### config.mk
export PLATFORM = sky130hd
export DESIGN_NAME = pid_pipe_ctrl
export DESIGN_NICKNAME = d
export VERILOG_FILES = /design/src/rtl/pid_pipe_ctrl.sv
export SDC_FILE = /design/constraint.sdc
export NUM_CORES = 1
export LEC_CHECK = 0
export BUFFER_PORTS_ARGS = -buffer_cell sky130_fd_sc_hd__buf_4
export CAP_MARGIN = 15
export CORE_MARGIN = 1
export CORE_UTILIZATION = 40
export CTS_CLUSTER_SIZE = 25
export DETAILED_ROUTE_END_ITERATION = 12
export GPL_TIMING_DRIVEN = 0
export PLACE_DENSITY = 0.6
export SYNTH_ARGS = -nofsm -noshare
export SYNTH_HDL_FRONTEND = slang
export SYNTH_SLANG_ARGS = --single-unit
### constraint.sdc
create_clock -name clk -period 5.8 [get_ports clk]
set_input_delay 0.58 -clock clk [delete_from_list [all_inputs] [get_ports clk]]
set_output_delay 0.58 -clock clk [all_outputs]
set_load 0.03 [all_outputs]
### src/rtl/pid_pipe_ctrl.sv
// rtl/pid_pipe_ctrl.sv - three-stage PID pipeline with soft-start output scaling
module pid_pipe_ctrl #(
  parameter int PW      = 16,
  parameter int ERR_W   = 10,
  parameter int OUT_W   = 12,
  parameter int INT_W   = 18,
  parameter int P_COEFF = 9,
  parameter int D_SHIFT = 6,
  parameter int I_SHIFT = 1,
  parameter int SS_INC  = 256
) (
  input  logic                    clk,
  input  logic                    rst_n,
  input  logic                    vld,
  input  logic signed [PW-1:0]    ptch,
  input  logic signed [PW-1:0]    ptch_rt,
  input  logic                    pwr_up,
  input  logic                    rider_off,
  output logic signed [OUT_W-1:0] PID_cntrl,
  output logic                    out_vld,
  output logic [7:0]              ss_tmr,
  output logic [1:0]              ss_state
);

  localparam int TW    = ERR_W + 5;
  localparam int SUM_W = TW + 2;

  localparam logic signed [PW-1:0]    ERR_MAX = PW'((1 << (ERR_W - 1)) - 1);
  localparam logic signed [PW-1:0]    ERR_MIN = PW'(-(1 << (ERR_W - 1)));
  localparam logic signed [INT_W-1:0] I_MAX   = INT_W'((1 << (TW - 1)) - 1);
  localparam logic signed [INT_W-1:0] I_MIN   = INT_W'(-(1 << (TW - 1)));
  localparam logic signed [SUM_W-1:0] O_MAX   = SUM_W'((1 << (OUT_W - 1)) - 1);
  localparam logic signed [SUM_W-1:0] O_MIN   = SUM_W'(-(1 << (OUT_W - 1)));
  localparam logic signed [TW-1:0]    P_K     = TW'(P_COEFF);
  localparam logic [26:0]             SS_STEP = 27'(SS_INC);

  typedef enum logic [1:0] {OFF = 2'd0, RAMP_UP = 2'd1, ON = 2'd2, RAMP_DN = 2'd3} ss_st_t;

  logic signed [ERR_W-1:0]        err_sat;
  logic signed [TW-1:0]           p_term, d_term, i_term;
  logic signed [PW-D_SHIFT-1:0]   rt_hi;
  logic signed [INT_W-1:0]        integ, int_add, int_sum, int_shr;
  logic                           int_ovf;
  logic signed [TW-1:0]           s1_p, s1_d, s1_i;
  logic                           s1_vld;
  logic signed [SUM_W-1:0]        sum_full;
  logic signed [OUT_W-1:0]        sum_sat, s2_sum;
  logic                           s2_vld;
  logic signed [OUT_W+8:0]        prod;
  logic [26:0]                    cnt;
  logic [27:0]                    cnt_up;
  ss_st_t                         state;
  logic                           unused_bits;

  always_comb begin
    err_sat = ptch[ERR_W-1:0];
    if (ptch > ERR_MAX)
      err_sat = ERR_MAX[ERR_W-1:0];
    else if (ptch < ERR_MIN)
      err_sat = ERR_MIN[ERR_W-1:0];
  end

  assign p_term = TW'(err_sat) * P_K;
  assign rt_hi  = ptch_rt[PW-1:D_SHIFT];
  // Widen before negating so the most negative rate still flips cleanly.
  assign d_term = -(TW'(rt_hi));

  assign int_add = INT_W'(err_sat);
  assign int_sum = integ + int_add;
  assign int_ovf = (integ[INT_W-1] == int_add[INT_W-1]) && (int_sum[INT_W-1] != integ[INT_W-1]);
  assign int_shr = integ >>> I_SHIFT;

  always_comb begin
    i_term = int_shr[TW-1:0];
    if (int_shr > I_MAX)
      i_term = I_MAX[TW-1:0];
    else if (int_shr < I_MIN)
      i_term = I_MIN[TW-1:0];
  end

  always_ff @(posedge clk or negedge rst_n) begin
    if (!rst_n)
      integ <= '0;
    else if (rider_off)
      integ <= '0;
    else if (vld && !int_ovf)
      integ <= int_sum;
  end

  // Stage 1: capture terms; I term reflects the integrator before this sample.
  always_ff @(posedge clk or negedge rst_n) begin
    if (!rst_n) begin
      s1_vld <= 1'b0;
      s1_p   <= '0;
      s1_d   <= '0;
      s1_i   <= '0;
    end else begin
      s1_vld <= vld;
      if (vld) begin
        s1_p <= p_term;
        s1_d <= d_term;
        s1_i <= i_term;
      end
    end
  end

  assign sum_full = SUM_W'(s1_p) + SUM_W'(s1_d) + SUM_W'(s1_i);

  always_comb begin
    sum_sat = sum_full[OUT_W-1:0];
    if (sum_full > O_MAX)
      sum_sat = O_MAX[OUT_W-1:0];
    else if (sum_full < O_MIN)
      sum_sat = O_MIN[OUT_W-1:0];
  end

  always_ff @(posedge clk or negedge rst_n) begin
    if (!rst_n) begin
      s2_vld <= 1'b0;
      s2_sum <= '0;
    end else begin
      s2_vld <= s1_vld;
      if (s1_vld)
        s2_sum <= sum_sat;
    end
  end

  assign prod = s2_sum * $signed({1'b0, ss_tmr});

  always_ff @(posedge clk or negedge rst_n) begin
    if (!rst_n) begin
      out_vld   <= 1'b0;
      PID_cntrl <= '0;
    end else begin
      out_vld <= s2_vld;
      if (s2_vld)
        PID_cntrl <= prod[OUT_W+7:8];
    end
  end

  assign cnt_up = {1'b0, cnt} + 28'(SS_INC);

  // Direction changes only switch state; the count resumes from where it was.
  always_ff @(posedge clk or negedge rst_n) begin
    if (!rst_n) begin
      state <= OFF;
      cnt   <= '0;
    end else begin
      case (state)
        OFF: begin
          cnt <= '0;
          if (pwr_up)
            state <= RAMP_UP;
        end
        RAMP_UP: begin
          if (!pwr_up)
            state <= RAMP_DN;
          else if (cnt_up[27]) begin
            cnt   <= {8'hFF, 19'd0};
            state <= ON;
          end else
            cnt <= cnt_up[26:0];
        end
        ON: begin
          if (!pwr_up)
            state <= RAMP_DN;
        end
        RAMP_DN: begin
          if (pwr_up)
            state <= RAMP_UP;
          else if (cnt <= SS_STEP) begin
            cnt   <= '0;
            state <= OFF;
          end else
            cnt <= cnt - SS_STEP;
        end
        default: state <= OFF;
      endcase
    end
  end

  assign ss_tmr   = cnt[26:19];
  assign ss_state = state;

  assign unused_bits = ^{ptch_rt[D_SHIFT-1:0], prod[OUT_W+8], prod[7:0]};

endmodule

Word-level counts from Yosys, hierarchy flattened
Index checks and enable logic that the tools add are counted.
{"block": "word_totals", "register_bits": 119, "latch_bits": 0, "ram_bits": 0, "rom_bits": 0, "n_memories": 0}
{"block": "op_classes", "addsub": 6, "mul": 2, "n_div": 0, "order_cmp": 7, "eq_ne": 11, "n_shift": 0, "muxes": 20, "n_bitwise": 0, "reduce_logical": 8}
{"cell": "2-to-1 mux 27 bit", "count": 4}
{"cell": "case mux 27 bit (3 select lines)", "count": 1}
{"cell": "2-to-1 mux 18 bit", "count": 2}
{"cell": "2-to-1 mux 15 bit", "count": 2}
{"cell": "adder 27 x 9 -> 28 bit, second input constant", "count": 1}
{"cell": "less-or-equal comparator 27 x 9 -> 1 bit, second input constant", "count": 1}
{"cell": "subtractor 27 x 9 -> 27 bit, second input constant", "count": 1}
{"cell": "2-to-1 mux 12 bit", "count": 2}
{"cell": "multiplier 12 x 9 -> 20 bit", "count": 1}
{"cell": "2-to-1 mux 10 bit", "count": 2}
{"cell": "adder 18 x 10 -> 18 bit", "count": 1}
{"cell": "adder 16 x 15 -> 17 bit", "count": 1}
{"cell": "greater-than comparator 17 x 12 -> 1 bit, second input constant", "count": 1}
{"cell": "greater-than comparator 17 x 15 -> 1 bit, second input constant", "count": 1}
{"cell": "less-than comparator 17 x 12 -> 1 bit, second input constant", "count": 1}
{"cell": "less-than comparator 17 x 15 -> 1 bit, second input constant", "count": 1}
{"cell": "adder 15 x 15 -> 16 bit", "count": 1}
{"cell": "greater-than comparator 16 x 10 -> 1 bit, second input constant", "count": 1}
{"cell": "less-than comparator 16 x 10 -> 1 bit, second input constant", "count": 1}
{"cell": "multiplier 10 x 5 -> 15 bit, second input constant", "count": 1}
{"cell": "negator 10 -> 15 bit", "count": 1}
{"cell": "2-to-1 mux 2 bit", "count": 6}
{"cell": "!= test 2 bit, second input constant", "count": 4}
{"cell": "case mux 2 bit (4 select lines)", "count": 1}
{"cell": "12 further kinds", "count": 15}

Longest topological paths before layout
{"block": "logic_depth", "word_depth": 10, "mapped_depth": 20, "mapped_depth_nobuf": 18}

Worst setup path before layout
Ideal clock, no wire load.
{"block": "synth_timing", "kind": "flip-flop to flip-flop", "startpoint": "register cnt[21]", "endpoint": "register PID_cntrl[11]", "setup_ns": 0.125, "arrival_ns": 5.334, "t_required_ns": 5.675, "path_slack_ns": 0.342, "stages_incl_launch_ff": 20, "n_path_buf": 2, "synth_period_minus_slack_ns": 5.458, "cell_sequence": "dfrtp_1 > clkbuf_1 > clkbuf_1 > nand2_1 > fa_1 > inv_1 > fa_1 > inv_1 > fa_1 > fa_1 > inv_1 > ha_1 > or4_1 > a41o_1 > a41o_1 > a221oi_4 > nor2_1 > a2111oi_2 > xnor2_1 > mux2_2"}
{"block": "synth_between", "elab_chain_cells": 1}
{"element": "from (decl)", "line": "50", "source": "logic [26:0] cnt;"}
{"element": "from (signal assigned)", "line": "159", "source": "cnt <= {8'hFF, 19'd0};"}
{"element": "from (signal assigned)", "line": "162", "source": "cnt <= cnt_up[26:0];"}
{"element": "from (signal assigned)", "line": "175", "source": "cnt <= cnt - SS_STEP;"}
{"element": "multiplier 12 x 9 -> 20 bit", "line": "128", "source": "assign prod = s2_sum * $signed({1'b0, ss_tmr});"}
{"element": "to (signal assigned)", "line": "137", "source": "PID_cntrl <= prod[OUT_W+7:8];"}
{"element": "to (decl)", "line": "19", "source": "output logic signed [OUT_W-1:0] PID_cntrl,"}
Every way passes these cells.
A chain may end at the register's enable or synchronous reset.

Worst setup path after layout
{"block": "layout_timing", "startpoint": "register cnt[23]", "endpoint": "register PID_cntrl[11]"}
Same word-level chain as after synthesis.

==> out/metrics.cfg <==
[status]
run_status = finished, final reports clean

[synth]
avgSynthCellArea_um2 = 9.13
postSynth.asyncResetShare = 1.00
synth_nets = 1456
yosys_most_used_dff = sky130_fd_sc_hd__dfrtp_1
synth.yosys.warnings = 0
syn_inst = 1233
synth.ff_latch_count = 111
synth.distinct_cells = 75
synth.yosys.seq_area_share = 0.247
syn-cell-area_um2 = 11300
number_of_flops_mapped_to_enable_cells_by_yosys = 0

[finish]
layout_common_cells = sky130_fd_sc_hd__inv_1 (148), sky130_fd_sc_hd__nand2_1 (108), sky130_fd_sc_hd__dfrtp_1 (105), sky130_fd_sc_hd__fa_1 (93), sky130_fd_sc_hd__ha_1 (93)
antenna-diode-count = 0
drive_gt1_frac = 0.112
fillers = 2708
final_net_count = 1517
stdcell_count = 1676
mostFrequentLayoutCell = sky130_fd_sc_hd__inv_1
post-route-util = 0.450
areaGrowthSynthToFinish_pct = 10.7

[grt]
grt-ovfl-total = 0
grt_antenna_before_repair = 0
grt_pass1_vias = 8600
grt_use_total = 0.191
grt_max_degree = 69
grt_pass1_wl_um = 43500

[setup_path]
crit_fanout = 11
worst_path_top_cell_family_by_delay = adder cells
cpMostUsedCell = sky130_fd_sc_hd__fa_1
worstSetupStartpointType = register
path_cells = clkbuf_2, and2_1, fa_1, inv_1, fa_1, fa_1, inv_1, fa_1, ha_1, or4_1, a41o_1, a41o_1, a221oi_4, nor2_1, a2111oi_2, xnor2_1, mux2_2
worstPathBufferInverterCount = 3
critical_path_class = reg2reg
crit_path_end_kind = register
cp_slowest_stage_delay_ns = 0.54
critical_path.slowest_cell = sky130_fd_sc_hd__fa_1
cp.arrival_ns = 5.77
worst-endpoint-required_ns = 6.04

[placement]
post-dp-hpwl_um = 20400
port-buffer-count = 52
numPlacedInstances = 1665
gpl.final_weighted_congestion = 0.849
post-place-ws_ns = -0.369

[timing]
unrepaired_setup_endpoints_after_global_routing = false
slew_headroom = 0.392
finalClockSkew_ns = 0.0103
final_period_minus_worst_setup_slack_ns = 5.53
tightestPinTransition_ns = 0.901
max_freq_ghz = 0.181
finalHoldWorstSlack_ns = 0.133
report.final.setup_viol = 0
drv_slew = 0
final.setup.worst_slack_ns = 0.272
finalHoldViolCount = 0
final.period_utilization = 0.953

[route]
routed-via-count = 8764
detail_route.first_pass.iterations = 5
routed_wirelength_um = 26000
avgViaCountPerCell = 5.23
drtIter0Drc = 496
drcViolationCount = 0
drtAntennaViolNets = 0
post_drt_wl_per_cell_um = 15.5

[pwr]
pwr_density_cell_nw_per_um2 = 468
vdd_ir_drop_max_mv = 0.226
leakage_uw = 0.00596

[cts]
clk_path_buf_depth = 2
cts.htree.levels = 3
tritoncts = done
root_buffer = sky130_fd_sc_hd__clkbuf_16
cts_hold_buffers = 0
tritoncts.num_buffers = 9
clock_sinks = 111
worst_skew_pair.late_latency_ns = 0.36
clkSlewWorstSetupHoldPaths_ns = 0.08

[die]
dieWidth_um = 170
initial_utilization = 0.406
die-area_um2 = 28800
fp.coreArea_um2 = 27700
chipHeight_um = 170
rows = 61
io_pins = 60

[hold_path]
worst_hold_path_type = in2async

[flow_run]
drv.max_cap_violation_count = 0

synthesized netlist by cell type, types with 5 or more instances:
library cell,count,share of area
sky130_fd_sc_hd__a211oi_1,11,0.0073
sky130_fd_sc_hd__a21o_1,14,0.0093
sky130_fd_sc_hd__a21oi_1,60,0.027
sky130_fd_sc_hd__a22o_1,25,0.019
sky130_fd_sc_hd__a31oi_1,6,0.0033
sky130_fd_sc_hd__and2_1,59,0.033
sky130_fd_sc_hd__and3_1,5,0.0028
sky130_fd_sc_hd__buf_1,7,0.0023
sky130_fd_sc_hd__buf_4,8,0.0053
sky130_fd_sc_hd__clkbuf_1,44,0.015
sky130_fd_sc_hd__dfrtp_1,111,0.25
sky130_fd_sc_hd__fa_1,93,0.17
sky130_fd_sc_hd__ha_1,93,0.10
sky130_fd_sc_hd__inv_1,148,0.049
sky130_fd_sc_hd__mux2_2,29,0.029
sky130_fd_sc_hd__nand2_1,108,0.036
sky130_fd_sc_hd__nand2b_1,10,0.0056
sky130_fd_sc_hd__nand3_1,20,0.0089
sky130_fd_sc_hd__nand4_1,5,0.0028
sky130_fd_sc_hd__nor2_1,83,0.028
sky130_fd_sc_hd__nor2b_1,10,0.0056
sky130_fd_sc_hd__nor3_1,13,0.0058
sky130_fd_sc_hd__nor4_1,8,0.0044
sky130_fd_sc_hd__o211ai_1,16,0.011
sky130_fd_sc_hd__o21a_1,14,0.0093
sky130_fd_sc_hd__o21ai_0,52,0.023
sky130_fd_sc_hd__o21ai_1,14,0.0062
sky130_fd_sc_hd__o22ai_1,9,0.0050
sky130_fd_sc_hd__o2bb2ai_1,5,0.0039
sky130_fd_sc_hd__o31ai_1,8,0.0053
sky130_fd_sc_hd__or3_1,7,0.0039
sky130_fd_sc_hd__xnor2_1,46,0.036
sky130_fd_sc_hd__xor2_1,17,0.013
power breakdown:
group | switching, µW | total (µW) | internal, µW
logic | 2280 | 3970 | 1680
registers | 251 | 1240 | 991
clock network | 314 | 619 | 305
total | 2850 | 5830 | 2980
worst register-to-register path, cell delays in order, from the launching register on:
cell	delay, ns
sky130_fd_sc_hd__dfrtp_2	0.50
sky130_fd_sc_hd__clkbuf_2	0.24
sky130_fd_sc_hd__and2_1	0.20
sky130_fd_sc_hd__fa_1	0.49
sky130_fd_sc_hd__inv_1	0.04
sky130_fd_sc_hd__fa_1	0.47
sky130_fd_sc_hd__fa_1	0.54
sky130_fd_sc_hd__inv_1	0.06
sky130_fd_sc_hd__fa_1	0.47
sky130_fd_sc_hd__ha_1	0.24
sky130_fd_sc_hd__or4_1	0.42
sky130_fd_sc_hd__a41o_1	0.27
sky130_fd_sc_hd__a41o_1	0.35
sky130_fd_sc_hd__a221oi_4	0.34
sky130_fd_sc_hd__nor2_1	0.11
sky130_fd_sc_hd__a2111oi_2	0.32
sky130_fd_sc_hd__xnor2_1	0.09
sky130_fd_sc_hd__mux2_2	0.26
logic make-up after synthesis:
family,count (synthesis),synth area share
XOR/XNOR,63,0.0490
flip-flops,111,0.247
buffers and inverters,212,0.0761
AND/OR/NAND/NOR,348,0.152
multiplexers,31,0.0308
adder cells (fa/ha/maj),186,0.269
AO/OA/AOI/OAI,282,0.177
layout make-up:
cell class	count	area [µm²]	area share
inverter	148	556	0.0446
sequential	111	2790	0.224
buffer	55	277	0.0222
tap	378	473	0.0380
clock buffer	11	243	0.0195
timing repair buffer	59	467	0.0375
clock inverter	4	30.0	0.00241
multi-input combinational	910	7620	0.612
stage by stage:
stage / TNS, ns / power, µW / instance area, µm²
after floorplan: 0 / 4310 / 11300
after global placement: -0.709 / 5170 / 12100
after detailed placement: -0.924 / 5240 / 12200
after CTS: 0 / 5890 / 12400
after global routing: 0 / 6470 / 12500
final: 0 / 5830 / 12500
state kept, by name (all words and copies together) (netlist names):
name / cells
PID_cntrl: 12
out_vld: 1
s1_p: 15
integ: 18
cnt: 19
ss_state: 2
s1_i: 15
s2_sum: 12
s1_vld: 1
s2_vld: 1
s1_d: 15
metal layers:
metal,track usage,vias up,wire [µm]
li1,-,4308,-
met1,0.266,4266,12600
met2,0.314,171,12200
met3,0.0215,19,857
met4,0.0458,0,301
met5,0,-,0
final timing paths:
kind	startpoint	to	slack, ns	cells past startpoint
setup / recovery	cnt[23]	PID_cntrl[11]	0.27	17
hold / removal	rst_n	PID_cntrl[6]	0.13	1
setup reg to reg	cnt[23]	PID_cntrl[11]	0.27	17
hold reg to reg	s1_vld	s2_vld	0.47	0
max in group asynchronous	rst_n	cnt[24]	4.95	2
min in group clk	rider_off	integ[17]	0.38	2
repair_timing:
item                       CTS  global route
gates resized for setup      8            11
buffers inserted             0             5
cloned                       0             0
setup endpoints to repair    5             3
hold endpoints to repair     0             0
No activity file was read; power rests on OpenSTA's default activity.
